## config.mk

```make
export PLATFORM = sky130hd
export DESIGN_NAME = mrd_rdx_stage_ctrl_flat
export DESIGN_NICKNAME = d
export VERILOG_FILES = /design/src/rtl/mrd_rdx_stage_ctrl_if.sv /design/src/rtl/mrd_rdx_stage_ctrl.sv /design/src/flat_wrapper.sv
export SDC_FILE = /design/constraint.sdc
export NUM_CORES = 1
export LEC_CHECK = 0
export CORE_UTILIZATION = 30
export DETAILED_ROUTE_END_ITERATION = 10
export GPL_ROUTABILITY_DRIVEN = 0
export MAX_ROUTING_LAYER = met4
export PLACE_DENSITY = 0.57
export SYNTH_ARGS = -nofsm -noshare
export SYNTH_HDL_FRONTEND = slang
export SYNTH_SLANG_ARGS = --single-unit
```

## constraint.sdc

```tcl
create_clock -name clk -period 8.4 [get_ports clk]
set_input_delay 1.68 -clock clk [delete_from_list [all_inputs] [get_ports clk]]
set_output_delay 1.68 -clock clk [all_outputs]
set_load 0.01 [all_outputs]
```

## src/rtl/mrd_rdx_stage_ctrl_if.sv

```systemverilog
// Handshake/config bundle between the DFT sequencer, the stage controller and
// the radix/twiddle datapath. clk/rst_n stay outside as plain ports.
// master = sequencer/datapath side, slave = stage controller.
interface mrd_rdx_stage_ctrl_if #(
  parameter int wAddr = 8,
  parameter int wCnt  = 11
);
  // sequencer -> controller
  logic                  start;
  logic [2:0]            cfg_radix;
  logic [wCnt-1:0]       cfg_stride;
  logic [wCnt-1:0]       cfg_groups;
  logic [7:0]            cfg_tw_step;
  logic                  en;
  // datapath -> controller
  logic                  ret_val;
  // controller -> memory / datapath / sequencer
  logic                  rd_valid;
  logic [0:4][2:0]       rd_bank_index;
  logic [0:4][wAddr-1:0] rd_bank_addr;
  logic [2:0]            factor;
  logic [7:0]            tw_ROM_addr_step;
  logic [wCnt-1:0]       tw_ROM_exp_time;
  logic                  busy;
  logic                  done;

  modport master (
    output start, cfg_radix, cfg_stride, cfg_groups, cfg_tw_step, en, ret_val,
    input  rd_valid, rd_bank_index, rd_bank_addr, factor, tw_ROM_addr_step,
           tw_ROM_exp_time, busy, done
  );

  modport slave (
    input  start, cfg_radix, cfg_stride, cfg_groups, cfg_tw_step, en, ret_val,
    output rd_valid, rd_bank_index, rd_bank_addr, factor, tw_ROM_addr_step,
           tw_ROM_exp_time, busy, done
  );
endinterface

```

## src/rtl/mrd_rdx_stage_ctrl.sv

```systemverilog
// Sequences one radix-2/3/4/5 butterfly stage over 5 banks: issues lane reads + twiddle ctrl, counts returns.
// Latency: read request registered 1 cycle after RUN && en; PREP takes floor(S/5)+1 cycles after start.
// Backpressure: en=0 stalls issue and freezes all issue counters; returns are counted regardless.
module mrd_rdx_stage_ctrl #(
  parameter int wAddr = 8,
  parameter int wCnt  = 11,
  parameter int NBANK = 5
) (
  input  logic               clk,
  input  logic               rst_n,
  mrd_rdx_stage_ctrl_if.slave bus
);

  localparam int                wIss     = 2 * wCnt;
  localparam logic [2:0]        NB       = 3'(NBANK);
  localparam logic [wCnt-1:0]   NB_CNT   = wCnt'(NBANK);
  localparam logic [wCnt-1:0]   ONE_CNT  = wCnt'(1);
  localparam logic [wAddr-1:0]  ONE_ADDR = wAddr'(1);
  localparam logic [wIss-1:0]   ONE_ISS  = wIss'(1);

  typedef enum logic [1:0] {IDLE, PREP, RUN, DRAIN} state_e;

  state_e                state_q, state_d;
  logic [2:0]            radix_q, radix_d;
  logic [wCnt-1:0]       stride_q, stride_d;
  logic [wCnt-1:0]       groups_q, groups_d;
  logic [7:0]            tw_step_q, tw_step_d;
  // Stride split as (Sq, Sr) = (S div 5, S mod 5), built by repeated subtraction in PREP
  logic [wAddr-1:0]      sq_q, sq_d;
  logic [wCnt-1:0]       sr_q, sr_d;
  // Lane-0 point of the current butterfly as (quotient, remainder)
  logic [wAddr-1:0]      bq_q, bq_d;
  logic [2:0]            br_q, br_d;
  logic [wCnt-1:0]       i_q, i_d;
  logic [wCnt-1:0]       g_q, g_d;
  logic [wIss-1:0]       iss_cnt_q, iss_cnt_d;
  logic [wIss-1:0]       ret_cnt_q, ret_cnt_d;
  logic                  rd_valid_q, rd_valid_d;
  logic [0:4][2:0]       bank_q, bank_d;
  logic [0:4][wAddr-1:0] addr_q, addr_d;
  logic [wCnt-1:0]       exp_time_q, exp_time_d;
  logic                  busy_q, busy_d;
  logic                  done_q, done_d;

  logic [0:4][wAddr-1:0] lane_quo;
  logic [0:4][2:0]       lane_rem;
  logic [wAddr-1:0]      last_quo;
  logic [2:0]            last_rem;
  logic                  issue;
  logic                  last_i;
  logic                  last_bfly;

  assign issue     = (state_q == RUN) && bus.en;
  assign last_i    = (i_q == stride_q - ONE_CNT);
  assign last_bfly = last_i && (g_q == groups_q - ONE_CNT);

  // Lane j = lane j-1 + (Sq, Sr); remainders stay in 0..4 so one conditional subtract suffices
  always_comb begin
    lane_quo    = '0;
    lane_rem    = '0;
    lane_quo[0] = bq_q;
    lane_rem[0] = br_q;
    for (int j = 1; j < 5; j++) begin
      if (lane_rem[j-1] >= (NB - sr_q[2:0])) begin
        lane_rem[j] = lane_rem[j-1] - (NB - sr_q[2:0]);
        lane_quo[j] = lane_quo[j-1] + sq_q + ONE_ADDR;
      end else begin
        lane_rem[j] = lane_rem[j-1] + sr_q[2:0];
        lane_quo[j] = lane_quo[j-1] + sq_q;
      end
    end
  end

  // Pick lane r-1; the next group's base is that point plus one
  always_comb begin
    last_quo = lane_quo[4];
    last_rem = lane_rem[4];
    case (radix_q)
      3'd2:    begin last_quo = lane_quo[1]; last_rem = lane_rem[1]; end
      3'd3:    begin last_quo = lane_quo[2]; last_rem = lane_rem[2]; end
      3'd4:    begin last_quo = lane_quo[3]; last_rem = lane_rem[3]; end
      default: begin last_quo = lane_quo[4]; last_rem = lane_rem[4]; end
    endcase
  end

  // State register
  always_ff @(posedge clk or negedge rst_n) begin
    if (!rst_n) state_q <= IDLE;
    else        state_q <= state_d;
  end

  // Next-state logic
  always_comb begin
    state_d = state_q;
    case (state_q)
      IDLE:    if (bus.start) state_d = PREP;
      PREP:    if (sr_q < NB_CNT) state_d = RUN;
      RUN:     if (issue && last_bfly) state_d = DRAIN;
      DRAIN:   if (ret_cnt_q == iss_cnt_q) state_d = IDLE;
      default: state_d = IDLE;
    endcase
  end

  // Datapath/output next values: config latch, stride split, butterfly walk, issue and return counts
  always_comb begin
    radix_d    = radix_q;
    stride_d   = stride_q;
    groups_d   = groups_q;
    tw_step_d  = tw_step_q;
    sq_d       = sq_q;
    sr_d       = sr_q;
    bq_d       = bq_q;
    br_d       = br_q;
    i_d        = i_q;
    g_d        = g_q;
    iss_cnt_d  = iss_cnt_q;
    ret_cnt_d  = ret_cnt_q;
    bank_d     = bank_q;
    addr_d     = addr_q;
    exp_time_d = exp_time_q;
    busy_d     = busy_q;
    rd_valid_d = issue;
    done_d     = 1'b0;

    // Returns may overlap issue, including the RUN->DRAIN cycle
    if ((state_q != IDLE) && bus.ret_val) ret_cnt_d = ret_cnt_q + ONE_ISS;

    case (state_q)
      IDLE: begin
        if (bus.start) begin
          radix_d   = bus.cfg_radix;
          stride_d  = bus.cfg_stride;
          groups_d  = bus.cfg_groups;
          tw_step_d = bus.cfg_tw_step;
          sq_d      = '0;
          sr_d      = bus.cfg_stride;
          iss_cnt_d = '0;
          ret_cnt_d = '0;
          busy_d    = 1'b1;
        end
      end
      PREP: begin
        if (sr_q >= NB_CNT) begin
          sr_d = sr_q - NB_CNT;
          sq_d = sq_q + ONE_ADDR;
        end else begin
          bq_d = '0;
          br_d = '0;
          i_d  = '0;
          g_d  = '0;
        end
      end
      RUN: begin
        if (issue) begin
          for (int j = 0; j < 5; j++) begin
            if (3'(j) < radix_q) begin
              bank_d[j] = lane_rem[j];
              addr_d[j] = lane_quo[j];
            end else begin
              bank_d[j] = '0;
              addr_d[j] = '0;
            end
          end
          exp_time_d = i_q;
          iss_cnt_d  = iss_cnt_q + ONE_ISS;
          if (!last_i) begin
            i_d = i_q + ONE_CNT;
            if (br_q == NB - 3'd1) begin
              bq_d = bq_q + ONE_ADDR;
              br_d = '0;
            end else begin
              br_d = br_q + 3'd1;
            end
          end else begin
            i_d = '0;
            g_d = g_q + ONE_CNT;
            if (last_rem == NB - 3'd1) begin
              bq_d = last_quo + ONE_ADDR;
              br_d = '0;
            end else begin
              bq_d = last_quo;
              br_d = last_rem + 3'd1;
            end
          end
        end
      end
      DRAIN: begin
        if (ret_cnt_q == iss_cnt_q) begin
          done_d = 1'b1;
          busy_d = 1'b0;
        end
      end
      default: ;
    endcase
  end

  // Datapath/output registers
  always_ff @(posedge clk or negedge rst_n) begin
    if (!rst_n) begin
      radix_q    <= '0;
      stride_q   <= '0;
      groups_q   <= '0;
      tw_step_q  <= '0;
      sq_q       <= '0;
      sr_q       <= '0;
      bq_q       <= '0;
      br_q       <= '0;
      i_q        <= '0;
      g_q        <= '0;
      iss_cnt_q  <= '0;
      ret_cnt_q  <= '0;
      rd_valid_q <= 1'b0;
      bank_q     <= '0;
      addr_q     <= '0;
      exp_time_q <= '0;
      busy_q     <= 1'b0;
      done_q     <= 1'b0;
    end else begin
      radix_q    <= radix_d;
      stride_q   <= stride_d;
      groups_q   <= groups_d;
      tw_step_q  <= tw_step_d;
      sq_q       <= sq_d;
      sr_q       <= sr_d;
      bq_q       <= bq_d;
      br_q       <= br_d;
      i_q        <= i_d;
      g_q        <= g_d;
      iss_cnt_q  <= iss_cnt_d;
      ret_cnt_q  <= ret_cnt_d;
      rd_valid_q <= rd_valid_d;
      bank_q     <= bank_d;
      addr_q     <= addr_d;
      exp_time_q <= exp_time_d;
      busy_q     <= busy_d;
      done_q     <= done_d;
    end
  end

  assign bus.rd_valid         = rd_valid_q;
  assign bus.rd_bank_index    = bank_q;
  assign bus.rd_bank_addr     = addr_q;
  assign bus.factor           = radix_q;
  assign bus.tw_ROM_addr_step = tw_step_q;
  assign bus.tw_ROM_exp_time  = exp_time_q;
  assign bus.busy             = busy_q;
  assign bus.done             = done_q;

endmodule

```

## src/flat_wrapper.sv

```systemverilog
// flat-port wrapper written by rule: the top's interface ports become plain ports
module mrd_rdx_stage_ctrl_flat 
#(
  parameter int wAddr = 8,
  parameter int wCnt  = 11,
  parameter int NBANK = 5
)
  (clk, rst_n, bus_start, bus_cfg_radix, bus_cfg_stride, bus_cfg_groups, bus_cfg_tw_step, bus_en, bus_ret_val, bus_rd_valid, bus_rd_bank_index, bus_rd_bank_addr, bus_factor, bus_tw_ROM_addr_step, bus_tw_ROM_exp_time, bus_busy, bus_done);
  mrd_rdx_stage_ctrl_if #(.wAddr(wAddr), .wCnt(wCnt)) bus_i ();
  input  logic clk;
  input  logic rst_n;
  input wire logic [$bits(bus_i.start)-1:0] bus_start;
  input wire logic [$bits(bus_i.cfg_radix)-1:0] bus_cfg_radix;
  input wire logic [$bits(bus_i.cfg_stride)-1:0] bus_cfg_stride;
  input wire logic [$bits(bus_i.cfg_groups)-1:0] bus_cfg_groups;
  input wire logic [$bits(bus_i.cfg_tw_step)-1:0] bus_cfg_tw_step;
  input wire logic [$bits(bus_i.en)-1:0] bus_en;
  input wire logic [$bits(bus_i.ret_val)-1:0] bus_ret_val;
  output wire logic [$bits(bus_i.rd_valid)-1:0] bus_rd_valid;
  output wire logic [$bits(bus_i.rd_bank_index)-1:0] bus_rd_bank_index;
  output wire logic [$bits(bus_i.rd_bank_addr)-1:0] bus_rd_bank_addr;
  output wire logic [$bits(bus_i.factor)-1:0] bus_factor;
  output wire logic [$bits(bus_i.tw_ROM_addr_step)-1:0] bus_tw_ROM_addr_step;
  output wire logic [$bits(bus_i.tw_ROM_exp_time)-1:0] bus_tw_ROM_exp_time;
  output wire logic [$bits(bus_i.busy)-1:0] bus_busy;
  output wire logic [$bits(bus_i.done)-1:0] bus_done;
  assign bus_i.start = bus_start;
  assign bus_i.cfg_radix = bus_cfg_radix;
  assign bus_i.cfg_stride = bus_cfg_stride;
  assign bus_i.cfg_groups = bus_cfg_groups;
  assign bus_i.cfg_tw_step = bus_cfg_tw_step;
  assign bus_i.en = bus_en;
  assign bus_i.ret_val = bus_ret_val;
  assign bus_rd_valid = bus_i.rd_valid;
  assign bus_rd_bank_index = bus_i.rd_bank_index;
  assign bus_rd_bank_addr = bus_i.rd_bank_addr;
  assign bus_factor = bus_i.factor;
  assign bus_tw_ROM_addr_step = bus_i.tw_ROM_addr_step;
  assign bus_tw_ROM_exp_time = bus_i.tw_ROM_exp_time;
  assign bus_busy = bus_i.busy;
  assign bus_done = bus_i.done;
  mrd_rdx_stage_ctrl #(.wAddr(wAddr), .wCnt(wCnt), .NBANK(NBANK)) u_core (.clk(clk), .rst_n(rst_n), .bus(bus_i));
endmodule
```

# Word-level counts from Yosys, hierarchy flattened
# Cells that the tools add are included.
word_totals:
  reg_bits: 200
  wordCells: 167
op_classes:
  n_addsub: 29
  magnitude_cmp: 11
  n_eq_ne: 20
  mux: 61
  reduce_logical: 19
ops:
  columns: ["cell", "count"]
  rows:
  - ["8-bit 2-to-1 mux", 16]
  - ["22-bit 2-to-1 mux", 5]
  - ["11-bit 2-to-1 mux", 7]
  - ["11-bit case mux with 2 select lines", 3]
  - ["8-bit by 1-bit adder with 8-bit output, second input constant", 7]
  - ["22-bit by 1-bit adder with 22-bit output, second input constant", 2]
  - ["22-bit case mux with 2 select lines", 1]
  - ["3-bit 2-to-1 mux", 14]
  - ["8-bit adder", 4]
  - ["8-bit case mux with 2 select lines", 2]
  - ["8-bit case mux with 3 select lines", 1]
  - ["11-bit by 1-bit adder with 11-bit output, second input constant", 2]
  - ["11-bit equality test", 2]
  - ["22-bit equality test", 1]
  - ["11-bit by 1-bit subtractor with 11-bit output, second input constant", 2]
  - ["3-bit adder", 4]
  - ["3-bit >= comparator", 4]
  - ["3-bit AND reduction", 4]
  - ["4-bit AND reduction", 3]
  - ["3-bit subtractor", 4]
  - ["11-bit by 3-bit >= comparator with 1-bit output, second input constant", 1]
  - ["11-bit by 3-bit less-than comparator with 1-bit output, second input constant", 1]
  - ["11-bit by 3-bit subtractor with 11-bit output, second input constant", 1]
  - ["2-bit by 1-bit != test with 1-bit output, second input constant", 5]
  - ["21 further kinds", 44]

# Longest topological paths before layout
logic_depth:
  word_depth: 18
  ltp_mapped: 39

# Worst setup path after synthesis
# No wires, ideal clock.
synth_path:
  path_kind: "register to register"
  from: "register u_core.sr_q[1]"
  to: "register u_core.bq_q[7]"
  t_arrival_ps: 8383
  t_required_ps: 8331
  setup_slack_ps: -52
  stages_incl_launch_ff: 39
  synth_period_minus_slack_ps: 8452
  cell_sequence: "dfrtp_1 -> inv_1 -> ha_1 -> a21o_1 -> maj3_4 -> mux2i_1 -> inv_1 -> ha_1 -> or3_1 -> o21ai_1 -> maj3_2 -> xnor2_1 -> inv_1 -> ha_1 -> inv_1 -> a21oi_1 -> or2_2 -> a211oi_1 -> [3 not listed] -> ha_1 -> inv_1 -> a21oi_1 -> nor2_1 -> nand2_1 -> o21ai_2 -> nor2_1 -> xnor2_1 -> a221o_1 -> inv_1 -> ha_1 -> inv_1 -> nor2_1 -> nand4_1 -> o211ai_2 -> nand4_1 -> or4b_1 -> nand3_1"
synth_via:
  elab_chain_len: 18
  word_cells_on_any_way: 38
  classes_between: "add/sub: 16; order compare: 5; eq/ne: 2; mux: 14; reduce/logical: 1"
synth_rtl:
  columns: ["item", "line_no", "source"]
  rows:
  - ["from (decl)", "mrd_rdx_stage_ctrl.sv:30", "logic [wCnt-1:0] sr_q, sr_d;"]
  - ["from (signal assigned)", "mrd_rdx_stage_ctrl.sv:224", "sr_q <= sr_d;"]
  - ["3-bit subtractor", "mrd_rdx_stage_ctrl.sv:64, mrd_rdx_stage_ctrl.sv:65", null]
  - ["3-bit >= comparator", "mrd_rdx_stage_ctrl.sv:64", "if (lane_rem[j-1] >= (NB - sr_q[2:0])) begin"]
  - ["8-bit 2-to-1 mux", "mrd_rdx_stage_ctrl.sv:64", null]
  - ["8-bit adder", "mrd_rdx_stage_ctrl.sv:66, mrd_rdx_stage_ctrl.sv:69", null]
  - ["8-bit by 1-bit adder with 8-bit output", "mrd_rdx_stage_ctrl.sv:66", "lane_quo[j] = lane_quo[j-1] + sq_q + ONE_ADDR;"]
  - ["8-bit 2-to-1 mux", "mrd_rdx_stage_ctrl.sv:64", null]
  - ["8-bit adder", "mrd_rdx_stage_ctrl.sv:66, mrd_rdx_stage_ctrl.sv:69", null]
  - ["8-bit by 1-bit adder with 8-bit output", "mrd_rdx_stage_ctrl.sv:66", null]
  - ["[2 not listed]", null, null]
  - ["8-bit by 1-bit adder with 8-bit output", "mrd_rdx_stage_ctrl.sv:66", null]
  - ["8-bit 2-to-1 mux", "mrd_rdx_stage_ctrl.sv:64", null]
  - ["8-bit case mux with 3 select lines", "mrd_rdx_stage_ctrl.sv:78", "case (radix_q)"]
  - ["8-bit by 1-bit adder with 8-bit output", "mrd_rdx_stage_ctrl.sv:178", "bq_d = last_quo + ONE_ADDR;"]
  - ["8-bit 2-to-1 mux", "mrd_rdx_stage_ctrl.sv:177", "if (last_rem == NB - 3'd1) begin"]
  - ["8-bit 2-to-1 mux", "mrd_rdx_stage_ctrl.sv:166", "if (!last_i) begin"]
  - ["8-bit 2-to-1 mux", "mrd_rdx_stage_ctrl.sv:154", "if (issue) begin"]
  - ["8-bit case mux with 2 select lines", "mrd_rdx_stage_ctrl.sv:128", "case (state_q)"]
  - ["to (signal assigned)", "mrd_rdx_stage_ctrl.sv:225", "bq_q <= bq_d;"]
  - ["to (decl)", "mrd_rdx_stage_ctrl.sv:32", "logic [wAddr-1:0] bq_q, bq_d;"]
# Several ways; a longest one is shown, not always the timed one. The select of a mux whose other input is x is not followed.
# A chain may end at the register's enable or synchronous reset.

# Worst setup path after layout
layout_path:
  from: "register u_core.br_q[0]"
  to: "register u_core.bq_q[5]"
layout_via:
  elab_chain_len: 17
  word_cells_on_any_way: 37
  classes_between: "add/sub: 15; order compare: 4; eq/ne: 3; mux: 14; reduce/logical: 1"
layout_rtl:
  columns: ["item", "line_no", "source"]
  rows:
  - ["from (decl)", "mrd_rdx_stage_ctrl.sv:33", "logic [2:0] br_q, br_d;"]
  - ["from (signal assigned)", "mrd_rdx_stage_ctrl.sv:226", "br_q <= br_d;"]
  - ["3-bit >= comparator", "mrd_rdx_stage_ctrl.sv:64", null]
  - ["8-bit 2-to-1 mux", "mrd_rdx_stage_ctrl.sv:64", null]
  - ["8-bit adder", "mrd_rdx_stage_ctrl.sv:66, mrd_rdx_stage_ctrl.sv:69", null]
  - ["8-bit by 1-bit adder with 8-bit output", "mrd_rdx_stage_ctrl.sv:66", null]
  - ["8-bit 2-to-1 mux", "mrd_rdx_stage_ctrl.sv:64", null]
  - ["8-bit adder", "mrd_rdx_stage_ctrl.sv:66, mrd_rdx_stage_ctrl.sv:69", null]
  - ["8-bit by 1-bit adder with 8-bit output", "mrd_rdx_stage_ctrl.sv:66", null]
  - ["8-bit 2-to-1 mux", "mrd_rdx_stage_ctrl.sv:64", null]
  - ["8-bit adder", "mrd_rdx_stage_ctrl.sv:66, mrd_rdx_stage_ctrl.sv:69", null]
  - ["8-bit by 1-bit adder with 8-bit output", "mrd_rdx_stage_ctrl.sv:66", null]
  - ["8-bit 2-to-1 mux", "mrd_rdx_stage_ctrl.sv:64", null]
  - ["8-bit case mux with 3 select lines", "mrd_rdx_stage_ctrl.sv:78", null]
  - ["8-bit by 1-bit adder with 8-bit output", "mrd_rdx_stage_ctrl.sv:178", null]
  - ["8-bit 2-to-1 mux", "mrd_rdx_stage_ctrl.sv:177", null]
  - ["8-bit 2-to-1 mux", "mrd_rdx_stage_ctrl.sv:166", null]
  - ["8-bit 2-to-1 mux", "mrd_rdx_stage_ctrl.sv:154", null]
  - ["8-bit case mux with 2 select lines", "mrd_rdx_stage_ctrl.sv:128", null]
# Several ways; a longest one is shown, not always the timed one. The select of a mux whose other input is x is not followed.

==> results by group <==
Timing
  – Setup WS post-layout: 0.464 ns
  – Clock skew: 0.0162 ns
  – Final period util: 0.945
  – Maximum achievable frequency: 126 MHz
  – Final Max Slew Viols: 0
  – Least-Margin Pin Slew: 1.06 ns
  – Minimum clock period: 7.94 ns
  – Worst slew margin: 0.293
  – Final setup fails: 0
  – Final Hold Fails: 0

Worst setup path
  – WP data required: 8.81 ns
  – CP arrival: 8.34 ns
  – CP Max Fanout: 7
  – Slowest Stage Delay on Critical Path: 0.46 ns
  – Crit Path Category: reg2reg
  – Worst setup SP type: flip-flop
  – Most common cell on crit path: ha_1
  – Slowest cell on crit path: or4_1
  – Setup crit end kind: flip-flop

Min path
  – HP Class: reg2reg

Yosys
  – Area share of the leading cell type in the synthesized netlist: 0.367
  – Dominant cell by count in the synthesized netlist: nand2_1
  – Synth Warn #: 0
  – Cells after synthesis: 1559
  – Main combinational cell family by area after synthesis: simple AND/OR/NAND/NOR gates
  – Synth Area in Adders: 0.0818
  – Synth Register Bits: 200
  – Mux contribution to synthesized area: 0.0262
  – Post-Syn Area per Cell: 8.75 µm²
  – Xor/xnor share of the synthesized area: 0.102
  – Post-Syn Nets: 1677
  – Distinct cells, synth: 92
  – Number of synthesized flops with an enable pin: 0
  – Post-Synth Simple-Gate Area: 0.213
  – Compound-Gate Fraction of Synth Area: 0.173
  – Area contributors post-synth: dfrtp_1 (37%), ha_1 (6.2%), nand2_1 (6.0%), xor2_1 (5.7%), o21ai_0 (4.1%)
  – Post-synth top cells: nand2_1 (218), dfrtp_1 (200), nor2_1 (132)
  – Main synth FF type: dfrtp_1
  – FFs w/ async S/R, synth: 1.00
  – Sequential area share after synthesis: 0.367
  – Post-Syn Area: 13600 µm²
  – Area leader, netlist: dfrtp_1

Global routing
  – Total GRT Usage: 0.175
  – First-pass GRT wire length: 62800 µm
  – Initial antenna violation count: 0
  – Largest net degree at the start of global routing: 78
  – Vias in the first global route: 11321
  – GRT overflow: 0

CTS
  – # clock sinks: 200
  – Clk slew on worst S/H paths: 0.09 ns
  – Clock root cell: clkbuf_16
  – TritonCTS Buffers: 17
  – Max H-tree Level: 4
  – Clock Tree Buf Depth: 2
  – CTS tree: done
  – Worst skew pair latency: 0.47 ns

Drt
  – Vias per inst: 5.22
  – Final WL: 39400 µm
  – Drt initial violations: 961
  – Routed wire per std cell: 17.4 µm
  – Residual DRC count: 0
  – Via Count: 11872
  – Detail Route Antenna Nets: 0
  – 1st-pass router iterations: 7

Floorplanning
  – Die area: 46300 µm²
  – IO Pins: 118
  – Core area: 44500 µm²
  – Row Count: 77
  – DIE WIDTH: 215 µm
  – Die height: 215 µm
  – Initial core utilization: 0.307

Run
  – Max Cap Violations: 0

Finish
  – Storage cell area: 5010 µm²
  – Fill cell count: 4555
  – ANT cells: 0
  – Area of the multi-input gates: 8250 µm²
  – Final nets: 1786
  – Synthesis-to-finish area growth: 19.4%
  – Fraction of layout cells with a size suffix above 1: 0.0797

Placed design
  – Hpwl dp: 29000 µm
  – # port buffers: 117
  – Place WS: 0.145 ns

Outcome
  – Status: finished clean
timing repair:
item                                    4_1_cts  5_1_grt
hold buffers                                  0        0
endpoints found under the setup margin        0        9
buffers inserted                              0        4
resized for setup                             0       24
stage by stage:
| step | cells | instance area, µm² | TNS (ns) | utilization | hold slack (ns) |
|---|---|---|---|---|---|
| 2_1_floorplan | 1559 | 13600 | 0 | - | 0.465 |
| 3_3_place_gp | 2237 | 15500 | 0 | 0.349 | 0.459 |
| 3_5_place_dp | 2237 | 15500 | 0 | 0.349 | 0.465 |
| 4_1_cts | 2269 | 16100 | 0 | 0.363 | 0.483 |
| 5_1_grt | 2273 | 16300 | -0.128 | 0.366 | 0.511 |
| 6_report | 2273 | 16300 | 0 | 0.366 | 0.482 |
per-layer routing:
layer / share of wire / wire length, µm / GRT usage / vias to the layer above
met5: 0 / 0 / - / -
met4: 0.017 / 660 / 0.0435 / 0
met3: 0.051 / 2010 / 0.0309 / 51
met2: 0.46 / 18000 / 0.266 / 347
met1: 0.48 / 18800 / 0.240 / 5748
li1: - / - / - / 5726
final cells by class:
class | count | share of cell area
tap | 592 | 0.0455
sequential | 200 | 0.307
timing repair buffer | 148 | 0.0866
clock inverter | 15 | 0.0115
inverter | 71 | 0.0164
clock buffer | 17 | 0.0261
multi-input combinational | 1230 | 0.507
sequential cells by signal (all words and copies together), names as in the netlist:
register	flops
u_core.bus.done	1
u_core.i_q	11
u_core.iss_cnt_q	22
u_core.sr_q	11
u_core.ret_cnt_q	22
u_core.bus.busy	1
u_core.bus.factor	3
u_core.stride_q	11
u_core.bus.tw_ROM_exp_time	11
u_core.g_q	11
u_core.state_q	2
u_core.bus.tw_ROM_addr_step	8
u_core.bq_q	8
u_core.bus.rd_valid	1
u_core.bus.rd_bank_addr	40
u_core.sq_q	8
u_core.groups_q	11
u_core.br_q	3
u_core.bus.rd_bank_index	15
worst paths after layout:
path                                                        startpoint                                  endpoint  slack [ns]  cells past startpoint
max in group asynchronous                                        rst_n                u_core.sq_q[2]$_DFFE_PN0P_        5.76                      2
worst max-delay path                        u_core.br_q[0]$_DFFE_PN0P_                u_core.bq_q[5]$_DFFE_PN0P_        0.46                     37
worst min-delay path            u_core.bus.rd_bank_addr[6]$_DFFE_PN0P_    u_core.bus.rd_bank_addr[6]$_DFFE_PN0P_        0.48                      1
worst min register to register  u_core.bus.rd_bank_addr[6]$_DFFE_PN0P_    u_core.bus.rd_bank_addr[6]$_DFFE_PN0P_        0.48                      1
min in group asynchronous                                        rst_n  u_core.bus.rd_bank_index[10]$_DFFE_PN0P_        1.21                      1
worst max register to register              u_core.br_q[0]$_DFFE_PN0P_                u_core.bq_q[5]$_DFFE_PN0P_        0.46                     37
critical path, delay by kind of cell (launching register included):
kind            cells  cell delay (ns)
simple gates       12             2.27
fa+ha+maj           7             1.92
compound gates      8             1.67
mux                 3             0.73
buf+inv             6             0.70
flops               1             0.41
xor+xnor            1             0.12
logic make-up (layout without fill, tap and decap cells):
kind of cell               Yosys count  in the layout
AOI/OAI and AO/OA                  357            357
muxes                               34             34
adders and majority gates           82             82
and+or+nand+nor                    604            604
xor gates and xnor gates           153            153
buffers and inverters              129            251
DFF                                200            200
layout by cell type (no fill, tap or decap), types with 13 or more instances in the layout:
cell             Yosys  routed
nand2_1            218     217
a22o_1              31      31
nor2b_1             16      16
o22ai_1             18      18
nand4_1             27      27
mux2_2              13      13
inv_1               68      68
a21oi_1             78      74
nand3_1             61      61
mux2i_1             20      16
buf_4                1      30
nor3_1              28      28
clkbuf_16            0      17
or3_1               19      19
ha_1                68      68
dfrtp_1            200     199
nor4_1              13      13
clkdlybuf4s50_1      0     116
and3_1              23      23
o21ai_0            112     112
xnor2_1             59      57
nor2_1             132     128
xor2_1              89      89
Power is left out: the tool's default activity adds up to more than one toggle a clock period on the data nets, which glitch-free logic cannot reach.
